[config.mk]
export PLATFORM = sky130hd
export DESIGN_NAME = alu_sequencer
export DESIGN_NICKNAME = d
export VERILOG_FILES = /design/src/rtl/alu_sequencer.sv
export SDC_FILE = /design/constraint.sdc
export NUM_CORES = 1
export LEC_CHECK = 0
export CORE_UTILIZATION = 47
export CTS_CLUSTER_SIZE = 10
export DETAILED_ROUTE_END_ITERATION = 6
export PLACE_DENSITY = 0.79
export SYNTH_ARGS = -nofsm -noshare
export SYNTH_HDL_FRONTEND = slang
export SYNTH_SLANG_ARGS = --single-unit
export TNS_END_PERCENT = 30
[constraint.sdc]
create_clock -name clk -period 2.25 [get_ports clk]
set_clock_uncertainty 0.2 [all_clocks]
set_input_delay 0.3375 -clock clk [delete_from_list [all_inputs] [get_ports clk]]
set_output_delay 0.3375 -clock clk [all_outputs]
set_load 0.05 [all_outputs]
[src/rtl/alu_sequencer.sv]
// Sequencer in front of the signed 8-bit calculator ALU: stages operands and opcode,
// launches on go, waits a settle time for the combinational ALU path, then captures the result.
module alu_sequencer #(
  parameter int unsigned SETTLE_CYCLES = 1
) (
  input  logic        clk,
  input  logic        rst_n,
  input  logic [7:0]  key_data,
  input  logic        load_a,
  input  logic        load_b,
  input  logic [1:0]  op_in,
  input  logic        go,
  input  logic        chain,
  input  logic [15:0] alu_result,
  output logic [7:0]  alu_a,
  output logic [7:0]  alu_b,
  output logic [1:0]  alu_op,
  output logic [15:0] result,
  output logic        busy,
  output logic        done,
  output logic        err_div0
);

  typedef enum logic [1:0] {
    ST_IDLE    = 2'b00,
    ST_WAIT    = 2'b01,
    ST_CAPTURE = 2'b10,
    ST_DONE    = 2'b11
  } state_t;

  localparam logic [3:0] SETTLE_W = 4'(SETTLE_CYCLES);

  state_t      state_r, state_s;
  logic [3:0]  cnt_r;
  logic [7:0]  stg_a_r, stg_b_r;
  logic [1:0]  stg_op_r;
  logic [7:0]  alu_a_r, alu_b_r;
  logic [1:0]  alu_op_r;
  logic [15:0] result_r;
  logic        busy_r, done_r, err_div0_r;

  logic        launch_s, capture_s;
  logic [7:0]  next_a_s, next_b_s;
  logic [1:0]  next_op_s;

  // Clamp a signed 16-bit result into the signed 8-bit operand range.
  function automatic logic [7:0] sat8(input logic [15:0] v);
    if (!v[15] && (v[14:7] != 8'h00)) begin
      return 8'h7f;
    end else if (v[15] && (v[14:7] != 8'hff)) begin
      return 8'h80;
    end else begin
      return v[7:0];
    end
  endfunction

  // Next-state decode; go is accepted in IDLE and at the edge that ends DONE.
  always_comb begin
    state_s   = state_r;
    launch_s  = 1'b0;
    capture_s = 1'b0;
    case (state_r)
      ST_IDLE: begin
        if (go) begin
          launch_s = 1'b1;
          state_s  = ST_WAIT;
        end else begin
          state_s  = ST_IDLE;
        end
      end
      ST_WAIT: begin
        if (cnt_r <= 4'd1) begin
          state_s = ST_CAPTURE;
        end else begin
          state_s = ST_WAIT;
        end
      end
      ST_CAPTURE: begin
        capture_s = 1'b1;
        state_s   = ST_DONE;
      end
      ST_DONE: begin
        if (go) begin
          launch_s = 1'b1;
          state_s  = ST_WAIT;
        end else begin
          state_s  = ST_IDLE;
        end
      end
      default: begin
        state_s = ST_IDLE;
      end
    endcase
  end

  // Staging values with same-cycle bypass; a chained launch replaces operand A.
  always_comb begin
    next_a_s  = stg_a_r;
    next_b_s  = stg_b_r;
    next_op_s = stg_op_r;
    if (launch_s && chain) begin
      next_a_s = sat8(result_r);
    end else if (load_a) begin
      next_a_s = key_data;
    end else begin
      next_a_s = stg_a_r;
    end
    if (load_b) begin
      next_b_s = key_data;
    end else begin
      next_b_s = stg_b_r;
    end
    if (load_a || load_b || go) begin
      next_op_s = op_in;
    end else begin
      next_op_s = stg_op_r;
    end
  end

  // State register.
  always_ff @(posedge clk) begin
    if (!rst_n) begin
      state_r <= ST_IDLE;
    end else begin
      state_r <= state_s;
    end
  end

  // Staging registers, updated in every state.
  always_ff @(posedge clk) begin
    if (!rst_n) begin
      stg_a_r  <= 8'h00;
      stg_b_r  <= 8'h00;
      stg_op_r <= 2'b00;
    end else begin
      stg_a_r  <= next_a_s;
      stg_b_r  <= next_b_s;
      stg_op_r <= next_op_s;
    end
  end

  // ALU drive registers, frozen from launch until the next launch.
  always_ff @(posedge clk) begin
    if (!rst_n) begin
      alu_a_r  <= 8'h00;
      alu_b_r  <= 8'h00;
      alu_op_r <= 2'b00;
    end else if (launch_s) begin
      alu_a_r  <= next_a_s;
      alu_b_r  <= next_b_s;
      alu_op_r <= next_op_s;
    end else begin
      alu_a_r  <= alu_a_r;
      alu_b_r  <= alu_b_r;
      alu_op_r <= alu_op_r;
    end
  end

  // Settle counter.
  always_ff @(posedge clk) begin
    if (!rst_n) begin
      cnt_r <= 4'd0;
    end else if (launch_s) begin
      cnt_r <= SETTLE_W;
    end else if (state_r == ST_WAIT) begin
      cnt_r <= cnt_r - 4'd1;
    end else begin
      cnt_r <= cnt_r;
    end
  end

  // Result capture, error flag and handshake.
  always_ff @(posedge clk) begin
    if (!rst_n) begin
      result_r   <= 16'h0000;
      err_div0_r <= 1'b0;
      done_r     <= 1'b0;
      busy_r     <= 1'b0;
    end else begin
      done_r <= capture_s;
      if (capture_s) begin
        result_r   <= alu_result;
        err_div0_r <= (alu_op_r == 2'b11) && (alu_b_r == 8'h00);
      end else begin
        result_r   <= result_r;
        err_div0_r <= err_div0_r;
      end
      if (launch_s) begin
        busy_r <= 1'b1;
      end else if (state_r == ST_DONE) begin
        busy_r <= 1'b0;
      end else begin
        busy_r <= busy_r;
      end
    end
  end

  assign alu_a    = alu_a_r;
  assign alu_b    = alu_b_r;
  assign alu_op   = alu_op_r;
  assign result   = result_r;
  assign busy     = busy_r;
  assign done     = done_r;
  assign err_div0 = err_div0_r;

endmodule

==> flow_summary.json <==
{
  "status": "finished, final reports clean",
  "synthArstFlopShare_pct": 0,
  "p_leak_uw": 0.001285,
  "grt_pass1_wl_mm": 9.039,
  "cts.sinks": 61,
  "setup_viol": 0,
  "clock_latency_ps": 330,
  "crit_chain": "clkdlybuf4s50_1",
  "grt_antenna_before_repair": 0,
  "synth_fp_nets": 281,
  "synth.avg_cell_area_um2": 9.917,
  "htreeDepth": 3,
  "tns_ps": 0,
  "syn_inst": 244,
  "post_cts_buffers": 0,
  "max_stage_delay_ps": 870,
  "fin_nets": 358,
  "final.min_clock_period_ps": 2184,
  "ys_types": 33,
  "synth_top_area_share_pct": 50.47,
  "antenna_cells": 0,
  "die_y_um": 73.76,
  "powerDensity_mw_per_mm2": 1303,
  "cts_resized": 0,
  "vias": 2032,
  "ys_warn_count": 0,
  "cp_slowest_cell": "clkdlybuf4s50_1",
  "n_fill_cell": 379,
  "yosysMostFrequentCell": "dfxtp_1",
  "cts_root_buffer": "clkbuf_8",
  "cts_max_path_buffers": 2,
  "cp_top_family": "buffers and inverters",
  "critPathLaunchType": "flip-flop",
  "reg2reg_depth": 7,
  "critPathMaxFanout": 6,
  "path_buf_inv": 1,
  "cp.depth": 1,
  "layout-drive-gt1-share_pct": 12.31,
  "whs_path_depth": 2,
  "rsz0062_at_grt": "no",
  "initial_utilization_pct": 49.91,
  "peakVddDrop_uv": 800.3,
  "cp-end-kind": "output port",
  "place_hpwl_mm": 3.837,
  "dr.pass1.iters": 4,
  "drt_iter0_drc": 108,
  "hold_viol": 0,
  "cts-buffers-inserted": 9,
  "synth_common_cells": "dfxtp_1 (61), nor2_1 (49), mux2i_1 (27), nand2_1 (14), a21oi_1 (13)",
  "syn2layout_area_growth_pct": 39.50,
  "synth_top_cell_by_area": "dfxtp_1",
  "slew_viol_final": 0,
  "grt_overflow": 0,
  "vias_per_cell": 5.184,
  "drc": 0,
  "die_w_um": 73.76,
  "clock.fmax_ghz": 0.4579,
  "gr-usage-all-layers_pct": 22.80,
  "layout.cells.non_filler": 392,
  "cts_hold_buf": 0,
  "ys.flop_type": "dfxtp_1",
  "grt_max_degree": 32,
  "synth_edf_count": 0,
  "synthTopCellsByArea": "dfxtp_1 (50%), mux2i_1 (11%), nor2_1 (7.6%)",
  "cp.arrival_ps": 1650,
  "synth_area_mm2": 0.002420,
  "relSlewSlack_pct": 65.52,
  "hold_class": "reg2reg",
  "cts_tree": "done",
  "drt_wl_total_mm": 5.614,
  "required_ps": 1710,
  "clk_pin_slew_worst_paths_ps": 60,
  "gp_congestion": 0.7423,
  "ant_nets": 0,
  "port_buffers": 68,
  "tightest_slew_ps": 515.7,
  "synth_seq_area_share_pct": 50.47,
  "die-area_mm2": 0.005440,
  "synth-seq-cells": 61,
  "core_mm2": 0.004848,
  "finalCritPeriodShare_pct": 97.07,
  "rows": 25,
  "io_pins": 69,
  "dp_cells": 377,
  "cap_violations": 0,
  "wl_per_cell_um": 14.32,
  "worstSetupPathType": "reg2out",
  "grt_pass1_vias": 1914
}
[placed cells by master (no fill, tap or decap), drive strengths merged, types with 3 or more instances in the layout]
cell / instances
dfxtp: 61
mux2i: 27
ha: 5
a211oi: 12
o21ai: 10
nand4: 3
nand2: 14
a221oi: 7
mux2: 7
nand2b: 4
inv: 4
a21oi: 13
buf: 11
clkdlybuf4s50: 68
clkbuf: 14
nor2: 50
[area by class of cell]
type                            instances  area (um^2)  area share, %
Multi-Input combinational cell        165         1111          32.91
Clock buffer                           14        172.7          5.115
Clock inverter                          1        5.005         0.1483
Timing Repair Buffer                   79        763.2          22.61
Tap cell                               67        83.83          2.483
Inverter                                5        18.77         0.5560
Sequential cell                        61         1221          36.17
[sequential cells by signal (all words and copies together), names as in the netlist]
register and cells:
cnt_r 4, alu_op 2, done 1, stg_b_r 8, err_div0 1, alu_a 8
stg_op_r 2, busy 1, result 16, state_r 2, stg_a_r 8, alu_b 8
[cell families (layout without fill, tap and decap cells)]
logic type	after synthesis	after routing	synth area share, %
AND/OR/NAND/NOR	80	80	14.74
flip-flops	61	61	50.47
buffers and inverters	18	99	3.619
XOR/XNOR	3	3	1.086
multiplexers	34	34	14.43
adder cells (fa/ha/maj)	5	5	2.585
AO/OA/AOI/OAI	43	43	13.08
[power by group]
part / leakage [uW] / internal [uW] / switching [uW] / total [uW]
registers: 0.000501 / 1350 / 192 / 1550
logic: 0.000691 / 736 / 1240 / 1970
clock network: 0.0000926 / 483 / 398 / 881
total: 0.00129 / 2570 / 1830 / 4400
[path summary, 6_finish.rpt]
check | startpoint | endpoint | slack [ps]
setup / recovery | result[15]$_SDFFE_PN0P_ | result[15] | 70
hold / removal | alu_a[7]$_SDFFE_PN0P_ | alu_a[7]$_SDFFE_PN0P_ | 270
setup reg to reg | state_r[0]$_SDFF_PN0_ | alu_a[1]$_SDFFE_PN0P_ | 420
hold reg to reg | alu_a[7]$_SDFFE_PN0P_ | alu_a[7]$_SDFFE_PN0P_ | 270
[routing by layer]
layer	share of wire, %	track usage, %	wire length, um
met1	47	29.21	2618
met2	46	34.86	2572
met3	5.7	7.956	320
met4	1.9	9.402	104
met5	0	0	0
[through the flow]
step / area [um^2] / power (uW) / util (%) / setup slack (ps) / hold slack, ps
5_1_grt: 3376 / 4631 / 69.63 / 5.254 / 278.3
2_1_floorplan: 2420 / 2909 / - / 493.9 / 256.4
3_3_place_gp: 3198 / 3488 / 65.96 / 235.8 / 248.9
3_5_place_dp: 3198 / 3519 / 65.96 / 218.5 / 258.6
6_report: 3376 / 4399 / 69.63 / 65.88 / 265.0
4_1_cts: 3376 / 4417 / 69.63 / 42.67 / 267.6
(Power assumes the default switching activity.)
